<file path="src/rtl/dfc_cmd_feeder.sv">
// rtl/dfc_cmd_feeder.sv - host command/data FIFOs replayed onto the DFC command interface
module dfc_cmd_feeder #(
  parameter int LOAD_LEN   = 8,
  parameter int CMD_DEPTH  = 4,
  parameter int DATA_DEPTH = 16
) (
  input  logic       clk,
  input  logic       reset,
  input  logic [1:0] host_cmd,
  input  logic       host_cmd_valid,
  output logic       host_cmd_ready,
  input  logic [7:0] host_data,
  input  logic       host_data_valid,
  output logic       host_data_ready,
  input  logic       dfc_busy,
  output logic [1:0] dfc_cmd,
  output logic       dfc_cmd_valid,
  output logic [7:0] dfc_datain,
  output logic [7:0] issue_cnt
);

  localparam int CAW = $clog2(CMD_DEPTH);
  localparam int DAW = $clog2(DATA_DEPTH);
  localparam int LCW = $clog2(LOAD_LEN + 1);

  localparam logic [CAW:0]   CMD_FULL  = (CAW+1)'(CMD_DEPTH);
  localparam logic [DAW:0]   DATA_FULL = (DAW+1)'(DATA_DEPTH);
  localparam logic [DAW:0]   LOAD_MIN  = (DAW+1)'(LOAD_LEN);
  localparam logic [LCW-1:0] LOAD_LAST = LCW'(LOAD_LEN - 1);

  localparam logic [1:0] IDLE  = 2'd0;
  localparam logic [1:0] ISSUE = 2'd1;
  localparam logic [1:0] LOAD  = 2'd2;
  localparam logic [1:0] GAP   = 2'd3;

  logic [1:0]     cmd_mem [CMD_DEPTH];
  logic [CAW-1:0] cmd_wr_ptr, cmd_rd_ptr;
  logic [CAW:0]   cmd_cnt;
  logic [7:0]     data_mem [DATA_DEPTH];
  logic [DAW-1:0] data_wr_ptr, data_rd_ptr;
  logic [DAW:0]   data_cnt;

  logic [1:0]     state;
  logic           is_load;
  logic [LCW-1:0] load_idx;

  logic           cmd_push, cmd_pop, data_push, data_pop, start;
  logic [1:0]     cmd_head;
  logic [7:0]     data_head;

  assign host_cmd_ready  = (cmd_cnt != CMD_FULL);
  assign host_data_ready = (data_cnt != DATA_FULL);
  assign cmd_push  = host_cmd_valid & host_cmd_ready;
  assign data_push = host_data_valid & host_data_ready;
  assign cmd_head  = cmd_mem[cmd_rd_ptr];
  assign data_head = data_mem[data_rd_ptr];

  // A load only leaves the FIFO once all its bytes are buffered, so LOAD never starves.
  assign start = (state == IDLE) && (cmd_cnt != '0) && !dfc_busy &&
                 ((cmd_head != 2'd0) || (data_cnt >= LOAD_MIN));

  always_comb begin
    cmd_pop  = start;
    data_pop = 1'b0;
    if (state == ISSUE && is_load)
      data_pop = 1'b1;
    else if (state == LOAD && load_idx != LOAD_LAST)
      data_pop = 1'b1;
  end

  always_ff @(posedge clk) begin
    if (cmd_push)
      cmd_mem[cmd_wr_ptr] <= host_cmd;
    if (data_push)
      data_mem[data_wr_ptr] <= host_data;
  end

  always_ff @(posedge clk or negedge reset) begin
    if (!reset) begin
      cmd_wr_ptr  <= '0;
      cmd_rd_ptr  <= '0;
      cmd_cnt     <= '0;
      data_wr_ptr <= '0;
      data_rd_ptr <= '0;
      data_cnt    <= '0;
    end else begin
      if (cmd_push)
        cmd_wr_ptr <= cmd_wr_ptr + CAW'(1);
      if (cmd_pop)
        cmd_rd_ptr <= cmd_rd_ptr + CAW'(1);
      if (cmd_push && !cmd_pop)
        cmd_cnt <= cmd_cnt + (CAW+1)'(1);
      else if (!cmd_push && cmd_pop)
        cmd_cnt <= cmd_cnt - (CAW+1)'(1);
      if (data_push)
        data_wr_ptr <= data_wr_ptr + DAW'(1);
      if (data_pop)
        data_rd_ptr <= data_rd_ptr + DAW'(1);
      if (data_push && !data_pop)
        data_cnt <= data_cnt + (DAW+1)'(1);
      else if (!data_push && data_pop)
        data_cnt <= data_cnt - (DAW+1)'(1);
    end
  end

  always_ff @(posedge clk or negedge reset) begin
    if (!reset) begin
      state         <= IDLE;
      is_load       <= 1'b0;
      load_idx      <= '0;
      dfc_cmd       <= 2'd0;
      dfc_cmd_valid <= 1'b0;
      dfc_datain    <= 8'd0;
      issue_cnt     <= 8'd0;
    end else begin
      case (state)
        IDLE: begin
          if (start) begin
            dfc_cmd       <= cmd_head;
            dfc_cmd_valid <= 1'b1;
            issue_cnt     <= issue_cnt + 8'd1;
            is_load       <= (cmd_head == 2'd0);
            state         <= ISSUE;
          end
        end
        ISSUE: begin
          dfc_cmd       <= 2'd0;
          dfc_cmd_valid <= 1'b0;
          if (is_load) begin
            dfc_datain <= data_head;
            load_idx   <= '0;
            state      <= LOAD;
          end else begin
            state <= GAP;
          end
        end
        LOAD: begin
          if (load_idx == LOAD_LAST) begin
            dfc_datain <= 8'd0;
            state      <= GAP;
          end else begin
            dfc_datain <= data_head;
            load_idx   <= load_idx + LCW'(1);
          end
        end
        default: state <= IDLE;
      endcase
    end
  end

endmodule
</file>
<file path="config.mk">
export PLATFORM = sky130hd
export DESIGN_NAME = dfc_cmd_feeder
export DESIGN_NICKNAME = d
export VERILOG_FILES = /design/src/rtl/dfc_cmd_feeder.sv
export SDC_FILE = /design/constraint.sdc
export NUM_CORES = 1
export LEC_CHECK = 0
export CELL_PAD_IN_SITES_DETAIL_PLACEMENT = 2
export CELL_PAD_IN_SITES_GLOBAL_PLACEMENT = 2
export CORE_MARGIN = 5
export CORE_UTILIZATION = 46
export CTS_BUF_LIST = sky130_fd_sc_hd__clkbuf_4 sky130_fd_sc_hd__clkbuf_8
export DETAILED_ROUTE_END_ITERATION = 10
export PLACE_DENSITY_LB_ADDON = 0.1
export SYNTH_ARGS = -nofsm -noshare
export SYNTH_HDL_FRONTEND = slang
export SYNTH_SLANG_ARGS = --single-unit
</file>
<file path="constraint.sdc">
create_clock -name clk -period 3 [get_ports clk]
set_input_delay 0.6 -clock clk [delete_from_list [all_inputs] [get_ports clk]]
set_output_delay 0.6 -clock clk [all_outputs]
set_load 0.05 [all_outputs]
</file>
Word-level counts from Yosys, hierarchy flattened:

Memories as Yosys holds them, arrays and structs flattened.
Cells that the tools add are included.

* add/subtract/negate cells: 10
* order comparisons: 1
* equality and inequality tests: 10
* mux-type cells: 24
* bitwise logic cells: 2
* reductions and logical operators: 28

Operators with widths (number)
* two-way mux 8 bit: 2
* one-hot mux 8 bit (2 select lines): 1
* adder 4 x 1 -> 4 bit (second input constant): 3
* two-way mux 5 bit: 2
* nonzero test 2 bit: 5
* logical AND 1 bit: 9
* adder 8 x 1 -> 8 bit (second input constant): 1
* two-way mux 1 bit: 8
* two-way mux 4 bit: 2
* one-hot mux 4 bit (2 select lines): 1
* AND reduction 2 bit: 4
* two-way mux 2 bit: 3
* two-way mux 3 bit: 2
* inequality test 2 bit (second input constant): 3
* one-hot mux 2 bit (3 select lines): 1
* adder 5 x 1 -> 5 bit (second input constant): 1
* greater-or-equal comparator 5 x 4 -> 1 bit (second input constant): 1
* logical NOT 1 bit: 5
* inequality test 5 bit (second input constant): 1
* subtractor 5 x 1 -> 5 bit (second input constant): 1
* adder 2 x 1 -> 2 bit (second input constant): 2
* equality test 4 x 3 -> 1 bit (second input constant): 1
* logical NOT 2 bit: 2
* inequality test 4 x 3 -> 1 bit (second input constant): 1
* 12 further kinds: 13

* register bits: 46
* RAM bits: 136
* bits of input ports: 15
* word-level logic and storage cells: 90
* memories kept: 2

Memory list
* data_mem: depth 16, width 8, rd ports 1, clocked after Yosys merged registers in 0, write ports 1, line 39 `logic [7:0] data_mem [DATA_DEPTH];`
* cmd_mem: depth 4, width 2, rd ports 1, clocked after Yosys merged registers in 0, write ports 1, line 36 `logic [1:0] cmd_mem [CMD_DEPTH];`

Depth between registers and ports, before layout:

Gate-level depths: netlist of the first run.

* word-level depth: 7
* depth in mapped cells: 12

Worst setup path after synthesis of the first run:

Ideal clock, no wire load.

* path type: reg2reg
* from: reg data_cnt[1]
* to: reg data_cnt[4]
* arrival: 2750 ps
* data required time: 2920 ps
* slack: 170 ps
* cell stages (with the launch flop): 12
* path buffers: 1
* clock period less this slack: 2830 ps
* cells stage by stage: dfrtp_1 -> nor4_1 -> nand2_1 -> and2_1 -> clkbuf_1 -> ha_1 -> inv_1 -> ha_1 -> a21o_1 -> a21oi_1 -> mux2i_1 -> xnor2_1

* word-level cells in the longest chain between the ends: 5
* elaborated cells between the ends (all ways): 10
* those cells by class: add/sub: 2; eq/ne: 1; mux: 2; bitwise: 1; reduce/logical: 4

RTL lines
* from (decl): line 41 `logic [DAW:0] data_cnt;`
* from (signal assigned): line 100 `data_cnt <= data_cnt + (DAW+1)'(1);`
* from (signal assigned): line 102 `data_cnt <= data_cnt - (DAW+1)'(1);`
* inequality test 5 bit (*): line 52 `assign host_data_ready = (data_cnt != DATA_FULL);`
* named net host_data_ready: line 14 `output logic host_data_ready,`
* AND 1 bit (*): line 54 `assign data_push = host_data_valid & host_data_ready;`
* named net data_push: line 47 `logic cmd_push, cmd_pop, data_push, data_pop, start;`
* logical NOT 1 bit: line 101 `else if (!data_push && data_pop)`
* logical AND 1 bit: line 101
* nonzero test 2 bit (no source line)

The timed path passes the listed nets; every way through them passes the cells marked *. The select of a mux whose other input is x is not followed.
A chain may end at the register's enable or synchronous reset.

Worst setup path after layout of the first run:

* from: reg load_idx[0]
* to: reg data_cnt[4]

* word-level cells in the longest chain between the ends: 7
* elaborated cells between the ends (all ways): 9
* those cells by class: eq/ne: 1; mux: 3; reduce/logical: 5

RTL lines
* from (decl): line 45 `logic [LCW-1:0] load_idx;`
* from (signal assigned): line 143 `load_idx <= load_idx + LCW'(1);`
* inequality test 4 x 3 -> 1 bit (*): line 67 `else if (state == LOAD && load_idx != LOAD_LAST)`
* logical AND 1 bit (*): line 67
* two-way mux 1 bit (*): line 67
* two-way mux 1 bit (*): line 65 `if (state == ISSUE && is_load)`
* logical NOT 1 bit: line 99 `if (data_push && !data_pop)`
* logical AND 1 bit: line 99
* two-way mux 5 bit or nonzero test 2 bit (tied branches)

Mark *: on every way between the ends. The rest lies on a longest branch, timed or not.

==> flow_results.xml, run 1 <==
<?xml version="1.0" encoding="UTF-8"?>
<metrics>
  <group name="outcome">
    <metric name="run_status" unit="">finished, final reports clean</metric>
  </group>
  <group name="detailed_routing">
    <metric name="totalWireLength" unit="mm">19.2</metric>
    <metric name="vias_per_cell" unit="">5.59</metric>
    <metric name="detailroute.via_count" unit="">4418</metric>
    <metric name="number_of_violations_reported_at_the_end_of_detailed_routing_iteration_0" unit="">242</metric>
    <metric name="route.detailed.wl_per_inst" unit="um">24.3</metric>
    <metric name="drtPass1Iterations" unit="">4</metric>
    <metric name="drtAntennaViolNets" unit="">0</metric>
    <metric name="route.detailed.drc" unit="">0</metric>
  </group>
  <group name="final_layout">
    <metric name="insertedDiodeCount" unit="">0</metric>
    <metric name="register_area" unit="sq um">5240</metric>
    <metric name="syn2layout_area_growth" unit="%">15.8</metric>
    <metric name="finish.net_count" unit="">595</metric>
    <metric name="fillerInstances" unit="">1497</metric>
    <metric name="most_frequent_cells_in_the_layout" unit="">sky130_fd_sc_hd__edfxtp_1 (136), sky130_fd_sc_hd__dfrtp_1 (45), sky130_fd_sc_hd__mux2i_1 (41), sky130_fd_sc_hd__clkdlybuf4s50_1 (34)</metric>
    <metric name="multi_input_combinational_cell_area" unit="sq um">2300</metric>
    <metric name="mostFrequentLayoutCell" unit="">sky130_fd_sc_hd__edfxtp_1</metric>
    <metric name="drive_above_1_share" unit="%">15.3</metric>
  </group>
  <group name="critical_path">
    <metric name="cp-start-kind" unit="">flop</metric>
    <metric name="worst_r2r_startpoint" unit="">load_idx[0]$_DFFE_PN0P_</metric>
    <metric name="reg2reg_setup_slack" unit="ps">190</metric>
    <metric name="worst_setup_path_startpoint" unit="">load_idx[0]$_DFFE_PN0P_</metric>
    <metric name="worstPathArrival" unit="ps">3190</metric>
    <metric name="crit_path_max_fanout" unit="">5</metric>
    <metric name="timing.reg2reg.worst_path_depth" unit="">11</metric>
    <metric name="crit_type" unit="">flop to flop</metric>
    <metric name="crit_required" unit="ps">3390</metric>
    <metric name="worst_r2r_endpoint" unit="">data_cnt[4]$_DFFE_PN0P_</metric>
    <metric name="worst_setup_path_end_kind" unit="">flop</metric>
  </group>
  <group name="global_route">
    <metric name="first_global_vias" unit="">5009</metric>
    <metric name="grt_use_total" unit="%">20.7</metric>
    <metric name="grt_max_degree" unit="">25</metric>
    <metric name="globalRouteOverflowTotal" unit="">0</metric>
    <metric name="global_route_wire_length_before_repair" unit="mm">30.4</metric>
    <metric name="number_of_antenna_violations_at_the_first_check_in_global_routing" unit="">0</metric>
  </group>
  <group name="clock_tree">
    <metric name="clkLatencyLatePin" unit="ps">470</metric>
    <metric name="cts_tree" unit="">done</metric>
    <metric name="cts.path.max_buffers" unit="">2</metric>
    <metric name="cts_root_buffer" unit="">sky130_fd_sc_hd__clkbuf_8</metric>
    <metric name="tritoncts.num_buffers" unit="">17</metric>
    <metric name="holdBufCountCts" unit="">0</metric>
    <metric name="clk_pin_slew" unit="ps">110</metric>
    <metric name="cts.sinks" unit="">182</metric>
    <metric name="cts_htree_levels" unit="">4</metric>
  </group>
  <group name="synth">
    <metric name="synthesis.area_per_instance" unit="sq um">15.5</metric>
    <metric name="mappedNetlistArea" unit="sq um">7690</metric>
    <metric name="synth_cell_type_count" unit="">51</metric>
    <metric name="postSynth.topFlopCell" unit="">sky130_fd_sc_hd__edfxtp_1</metric>
    <metric name="synth_seq_area_share" unit="%">68.1</metric>
    <metric name="ys_ff_latch" unit="">182</metric>
    <metric name="gate_count_of_the_mapped_netlist" unit="">495</metric>
    <metric name="yosys-top-cells-area" unit="">sky130_fd_sc_hd__edfxtp_1 (53%), sky130_fd_sc_hd__dfrtp_1 (15%), sky130_fd_sc_hd__mux2i_1 (5.3%), sky130_fd_sc_hd__mux4_2 (4.7%), sky130_fd_sc_hd__ha_1 (3.4%)</metric>
    <metric name="synthesis.nets" unit="">533</metric>
    <metric name="synth_warnings" unit="">0</metric>
    <metric name="synth-async-reset-ratio" unit="%">25.3</metric>
    <metric name="synth_largest_area_cell" unit="">sky130_fd_sc_hd__edfxtp_1</metric>
    <metric name="synth_largest_type_area_fraction" unit="%">53.1</metric>
    <metric name="synth-edff-count" unit="">136</metric>
  </group>
  <group name="floorplanning">
    <metric name="core.rowCount" unit="">47</metric>
    <metric name="die_area" unit="sq um">19400</metric>
    <metric name="die-height" unit="um">139</metric>
    <metric name="dieWidth" unit="um">139</metric>
    <metric name="ioPinCount" unit="">36</metric>
    <metric name="initial_core_utilization" unit="%">46.7</metric>
    <metric name="core-area" unit="sq um">16500</metric>
  </group>
  <group name="power_and_ir_drop">
    <metric name="combinationalPowerShare" unit="%">38.5</metric>
    <metric name="vdd_drop_max" unit="V">0.000405</metric>
    <metric name="p_sw_share" unit="%">39.6</metric>
    <metric name="power-per-cell-area" unit="nW/um^2">1010</metric>
    <metric name="power_switching" unit="mW">3.57</metric>
    <metric name="total_leakage_power" unit="nW">3.30</metric>
    <metric name="power" unit="mW">9.02</metric>
    <metric name="clock_power_share" unit="%">20.2</metric>
    <metric name="pwr-share-seq" unit="%">41.3</metric>
    <metric name="internal_power" unit="mW">5.44</metric>
  </group>
  <group name="flow_run">
    <metric name="maxCapViolations" unit="">0</metric>
  </group>
  <group name="place">
    <metric name="place.detailed.hpwl" unit="mm">13.6</metric>
    <metric name="finalWeightedCongestion" unit="">0.760</metric>
    <metric name="portBuffers" unit="">35</metric>
  </group>
  <group name="sta">
    <metric name="fin_worst_skew" unit="ps">16.3</metric>
    <metric name="grt_setup_unrepaired" unit="">false</metric>
    <metric name="setup-tns-final" unit="ps">0</metric>
    <metric name="worst_slew_margin_rel" unit="%">36.9</metric>
    <metric name="max_freq" unit="GHz">0.356</metric>
    <metric name="timing.final.setup_violations" unit="">0</metric>
    <metric name="timing_max_transition_violations_final" unit="">0</metric>
    <metric name="timing.final.hold_violations" unit="">0</metric>
    <metric name="clock_period_minus_worst_slack" unit="ps">2810</metric>
    <metric name="tightestPinTransition" unit="ps">941</metric>
    <metric name="period_share" unit="%">93.6</metric>
  </group>
  <group name="worst_hold_path">
    <metric name="hold_path_class" unit="">input pin to asynchronous set/reset pin</metric>
  </group>
</metrics>
[final cells by class]
type | instances | area share [%]
flip-flops and latches | 182 | 58.8
repair buffers | 63 | 6.24
well taps | 220 | 3.09
inverters | 17 | 0.745
clock inverters | 15 | 2.57
clock buffers | 17 | 2.63
multi-input cells | 276 | 25.9
[through the flow]
stage	cells	hold WS, ps	cell area (sq um)	setup slack [ps]	util, %
2_1_floorplan	495	304	7690	170	-
3_3_place_gp	756	460	8420	312	51.1
3_5_place_dp	756	473	8420	74.9	51.1
4_1_cts	788	99.4	8880	19.4	53.9
5_1_grt	790	138	8900	9.63	54.1
6_report	790	120	8900	191	54.1
[state kept, by name (all words and copies together) (netlist names)]
| name | cells |
|---|---|
| cmd_mem | 8 |
| cmd_wr_ptr | 2 |
| is_load | 1 |
| cmd_cnt | 3 |
| dfc_cmd | 2 |
| data_mem | 128 |
| issue_cnt | 8 |
| dfc_datain | 8 |
| load_idx | 4 |
| cmd_rd_ptr | 2 |
| state | 2 |
| data_rd_ptr | 4 |
| dfc_cmd_valid | 1 |
| data_cnt | 5 |
| data_wr_ptr | 4 |
[cells by family (layout without fill, tap and decap cells)]
family          after synthesis  after routing  share of synthesized area, %
simple gates                117            117                          7.83
mux                          61             61                          10.7
compound gates               52             52                          4.83
buf+inv                      37            112                          2.00
fa+ha+maj                    23             23                          3.94
flops                       182            182                          68.1
xor+xnor                     23             23                          2.62
[power by group through the flow]
| stage | logic, mW | clock network, mW | registers, mW |
|---|---|---|---|
| after floorplan | 2.19 | 0 | 3.81 |
| after global placement | 3.23 | 0 | 3.72 |
| after detailed placement | 3.48 | 0 | 3.78 |
| after CTS | 3.52 | 1.86 | 3.72 |
| after global routing | 3.76 | 2.01 | 3.79 |
| final | 3.48 | 1.82 | 3.72 |
[Yosys cell counts (5+ instances only)]
cell                       count
sky130_fd_sc_hd__nand4_1       6
sky130_fd_sc_hd__and3_1        5
sky130_fd_sc_hd__nand2b_1     17
sky130_fd_sc_hd__mux4_2       16
sky130_fd_sc_hd__ha_1         21
sky130_fd_sc_hd__nand2_1      28
sky130_fd_sc_hd__a21oi_1       6
sky130_fd_sc_hd__mux2i_1      41
sky130_fd_sc_hd__edfxtp_1    136
sky130_fd_sc_hd__dfrtp_1      46
sky130_fd_sc_hd__nor3_1        6
sky130_fd_sc_hd__nor2_1       23
sky130_fd_sc_hd__a32oi_1       7
sky130_fd_sc_hd__a22oi_1      14
sky130_fd_sc_hd__o21ai_0       8
sky130_fd_sc_hd__nand3_1      17
sky130_fd_sc_hd__xnor2_1      18
sky130_fd_sc_hd__clkbuf_1     11
sky130_fd_sc_hd__inv_1        16
sky130_fd_sc_hd__xor2_1        5
[worst max-delay path, cell delays in order (launching register included)]
cell                       delay, ps
sky130_fd_sc_hd__dfrtp_1         420
sky130_fd_sc_hd__ha_2            240
sky130_fd_sc_hd__nand3b_1        180
sky130_fd_sc_hd__a22o_2          310
sky130_fd_sc_hd__inv_1           130
sky130_fd_sc_hd__ha_1            240
sky130_fd_sc_hd__inv_1           130
sky130_fd_sc_hd__ha_1            310
sky130_fd_sc_hd__a21o_1          180
sky130_fd_sc_hd__a21oi_1         200
sky130_fd_sc_hd__mux2i_1         260
sky130_fd_sc_hd__xnor2_1         140
[timing repair]
action | in CTS | in global routing
buffers inserted | 0 | 2
endpoints found under the setup margin | 0 | 1
resized for setup | 0 | 2
[how the worst max path moves through the flow]
stage | endpoint | slack (ps)
after detailed placement | data_cnt[4]$_DFFE_PN0P_ | 70
after floorplan | data_cnt[4]$_DFFE_PN0P_ | 170
after global placement | cmd_cnt[1]$_DFFE_PN0P_ | 310
after CTS | data_cnt[4]$_DFFE_PN0P_ | 20
after global routing | data_cnt[4]$_DFFE_PN0P_ | 10
final | data_cnt[4]$_DFFE_PN0P_ | 190
[layer usage]
| metal | vias to the layer above | GRT usage, % | part of all wire [%] |
|---|---|---|---|
| met5 | - | 0 | 0 |
| met4 | 0 | 5.77 | 1.4 |
| met3 | 19 | 3.29 | 2.5 |
| met2 | 59 | 35.6 | 52 |
| met1 | 2347 | 27.4 | 44 |
| li1 | 1993 | - | - |
(Power assumes the default switching activity.)
==> run 2, diff against run 1 <==
--- a/config.mk
+++ b/config.mk
@@ -11,7 +11,7 @@
 export CORE_UTILIZATION = 46
 export CTS_BUF_LIST = sky130_fd_sc_hd__clkbuf_4 sky130_fd_sc_hd__clkbuf_8
 export DETAILED_ROUTE_END_ITERATION = 10
-export PLACE_DENSITY_LB_ADDON = 0.1
+export PLACE_DENSITY = 0.92
 export SYNTH_ARGS = -nofsm -noshare
 export SYNTH_HDL_FRONTEND = slang
 export SYNTH_SLANG_ARGS = --single-unit
==> flow_results.xml, run 2 (synthesized netlist as in run 1, its figures left out) <==
<?xml version="1.0" encoding="UTF-8"?>
<metrics>
  <group name="outcome">
    <metric name="run_status" unit="">finished, final reports clean</metric>
  </group>
  <group name="clock_tree">
    <metric name="cts.sinks" unit="">182</metric>
    <metric name="cts_htree_levels" unit="">4</metric>
    <metric name="cts_tree" unit="">done</metric>
    <metric name="clkLatencyLatePin" unit="ps">500</metric>
    <metric name="cts.path.max_buffers" unit="">2</metric>
    <metric name="cts_root_buffer" unit="">sky130_fd_sc_hd__clkbuf_8</metric>
    <metric name="clk_pin_slew" unit="ps">120</metric>
    <metric name="tritoncts.num_buffers" unit="">17</metric>
  </group>
  <group name="global_route">
    <metric name="globalRouteOverflowTotal" unit="">0</metric>
    <metric name="grt_max_degree" unit="">34</metric>
    <metric name="first_global_vias" unit="">5261</metric>
    <metric name="grt_use_total" unit="%">24.4</metric>
    <metric name="global_route_wire_length_before_repair" unit="mm">35.1</metric>
    <metric name="number_of_antenna_violations_at_the_first_check_in_global_routing" unit="">0</metric>
  </group>
  <group name="critical_path">
    <metric name="timing.reg2reg.worst_path_depth" unit="">11</metric>
    <metric name="crit_required" unit="ps">3400</metric>
    <metric name="cp-start-kind" unit="">flop</metric>
    <metric name="worst_setup_path_end_kind" unit="">flop</metric>
    <metric name="worstPathArrival" unit="ps">3230</metric>
    <metric name="crit_type" unit="">flop to flop</metric>
    <metric name="crit_path_max_fanout" unit="">5</metric>
  </group>
  <group name="sta">
    <metric name="timing_max_transition_violations_final" unit="">0</metric>
    <metric name="max_freq" unit="GHz">0.354</metric>
    <metric name="setup-tns-final" unit="ps">0</metric>
    <metric name="period_share" unit="%">94.1</metric>
    <metric name="tightestPinTransition" unit="ps">981</metric>
    <metric name="grt_setup_unrepaired" unit="">false</metric>
    <metric name="worst_slew_margin_rel" unit="%">34.1</metric>
    <metric name="timing.final.hold_violations" unit="">0</metric>
    <metric name="timing.final.setup_violations" unit="">0</metric>
    <metric name="fin_worst_skew" unit="ps">18.0</metric>
    <metric name="clock_period_minus_worst_slack" unit="ps">2820</metric>
  </group>
  <group name="place">
    <metric name="finalWeightedCongestion" unit="">0.810</metric>
    <metric name="area_post_placement" unit="sq um">8420</metric>
    <metric name="portBuffers" unit="">35</metric>
    <metric name="placed_cells" unit="">754</metric>
    <metric name="place.detailed.hpwl" unit="mm">14.8</metric>
  </group>
  <group name="final_layout">
    <metric name="top_register" unit="">data_mem</metric>
    <metric name="mostFrequentLayoutCell" unit="">sky130_fd_sc_hd__edfxtp_1</metric>
    <metric name="finish.net_count" unit="">593</metric>
    <metric name="syn2layout_area_growth" unit="%">15.4</metric>
    <metric name="insertedDiodeCount" unit="">0</metric>
    <metric name="finalInstanceArea" unit="sq um">8870</metric>
    <metric name="drive_above_1_share" unit="%">14.6</metric>
    <metric name="layout.core_utilization" unit="%">53.9</metric>
    <metric name="largest_register_ff_count" unit="">128</metric>
    <metric name="fillerInstances" unit="">1462</metric>
    <metric name="post_layout_nonfiller_instances" unit="">788</metric>
    <metric name="most_frequent_cells_in_the_layout" unit="">sky130_fd_sc_hd__edfxtp_1 (136), sky130_fd_sc_hd__dfrtp_1 (46), sky130_fd_sc_hd__mux2i_1 (41), sky130_fd_sc_hd__clkdlybuf4s50_1 (34), sky130_fd_sc_hd__nand2_1 (28)</metric>
  </group>
  <group name="detailed_routing">
    <metric name="drtPass1Iterations" unit="">4</metric>
    <metric name="detailroute.via_count" unit="">4626</metric>
    <metric name="drtAntennaViolNets" unit="">0</metric>
    <metric name="route.detailed.wl_per_inst" unit="um">28.8</metric>
    <metric name="route.detailed.drc" unit="">0</metric>
    <metric name="vias_per_cell" unit="">5.87</metric>
    <metric name="number_of_violations_reported_at_the_end_of_detailed_routing_iteration_0" unit="">403</metric>
    <metric name="totalWireLength" unit="mm">22.7</metric>
  </group>
  <group name="worst_hold_path">
    <metric name="min_path_cells" unit="">1</metric>
    <metric name="hold_path_class" unit="">flop to flop</metric>
  </group>
  <group name="floorplanning">
    <metric name="core.rowCount" unit="">47</metric>
    <metric name="core-area" unit="sq um">16500</metric>
    <metric name="die_area" unit="sq um">19400</metric>
    <metric name="initial_core_utilization" unit="%">46.7</metric>
    <metric name="dieWidth" unit="um">139</metric>
    <metric name="ioPinCount" unit="">36</metric>
    <metric name="die-height" unit="um">139</metric>
  </group>
  <group name="flow_run">
    <metric name="maxCapViolations" unit="">0</metric>
  </group>
  <group name="power_and_ir_drop">
    <metric name="power-per-cell-area" unit="nW/um^2">1040</metric>
    <metric name="vdd_drop_max" unit="V">0.000421</metric>
    <metric name="total_leakage_power" unit="nW">3.28</metric>
  </group>
</metrics>
[run 2: per-stage QoR]
step,setup slack (ps),total power [mW],hold WS (ps)
6_report,177,9.23,498
5_1_grt,10.8,9.68,519
4_1_cts,70.4,9.26,492
3_5_place_dp,47.6,7.37,475
3_3_place_gp,308,6.87,460
2_1_floorplan,170,6.00,304
[run 2: worst paths after layout]
| kind | from | endpoint | slack [ps] |
|---|---|---|---|
| min in group asynchronous | reset | cmd_cnt[0]$_DFFE_PN0P_ | 540 |
| max reg2reg | load_idx[1]$_DFFE_PN0P_ | data_cnt[4]$_DFFE_PN0P_ | 180 |
| max | load_idx[1]$_DFFE_PN0P_ | data_cnt[4]$_DFFE_PN0P_ | 180 |
| min | issue_cnt[7]$_DFFE_PN0P_ | issue_cnt[7]$_DFFE_PN0P_ | 500 |
| min reg2reg | issue_cnt[7]$_DFFE_PN0P_ | issue_cnt[7]$_DFFE_PN0P_ | 500 |
| max in group asynchronous | reset | dfc_datain[6]$_DFFE_PN0P_ | 1640 |
[run 2: metal layers]
layer / part of all wire (%) / global-route usage [%] / routed length, um
met1: 43 / 32.1 / 9640
met5: 0 / 0 / 0
met2: 51 / 40.5 / 11500
met3: 3.7 / 4.25 / 838
met4: 2.9 / 9.47 / 656
[run 2: cell type report]
| cell class | count | area [sq um] | area share, % |
|---|---|---|---|
| Tap cell | 220 | 275 | 3.10 |
| Inverter | 17 | 66.3 | 0.747 |
| Timing Repair Buffer | 61 | 556 | 6.26 |
| Sequential cell | 182 | 5240 | 59.0 |
| Clock inverter | 15 | 201 | 2.27 |
| Clock buffer | 17 | 234 | 2.64 |
| Multi-Input combinational cell | 276 | 2310 | 26.0 |
[run 2: critical path: stages, from the launching register on]
cell,delay (ps)
sky130_fd_sc_hd__dfrtp_1,430
sky130_fd_sc_hd__ha_1,260
sky130_fd_sc_hd__nand3b_1,150
sky130_fd_sc_hd__a22o_1,270
sky130_fd_sc_hd__inv_1,160
sky130_fd_sc_hd__ha_2,250
sky130_fd_sc_hd__inv_1,130
sky130_fd_sc_hd__ha_1,320
sky130_fd_sc_hd__a21o_1,190
sky130_fd_sc_hd__a21oi_1,170
sky130_fd_sc_hd__mux2i_1,250
sky130_fd_sc_hd__xnor2_1,150
[run 2: where the power goes]
part | switching (mW) | total [mW] | internal, mW
registers | 0.527 | 3.73 | 3.21
clock network | 1.12 | 1.77 | 0.656
logic | 2.28 | 3.73 | 1.45
[run 2: repair_timing]
item / CTS / global route
gates resized for setup: 0 / 2
hold buffers: 1 / 0
setup buffers: 1 / 0
cloned: 0 / 0
endpoints found under the setup margin: 1 / 1
endpoints found under the hold margin: 11 / 0
pin swaps: 1 / 0
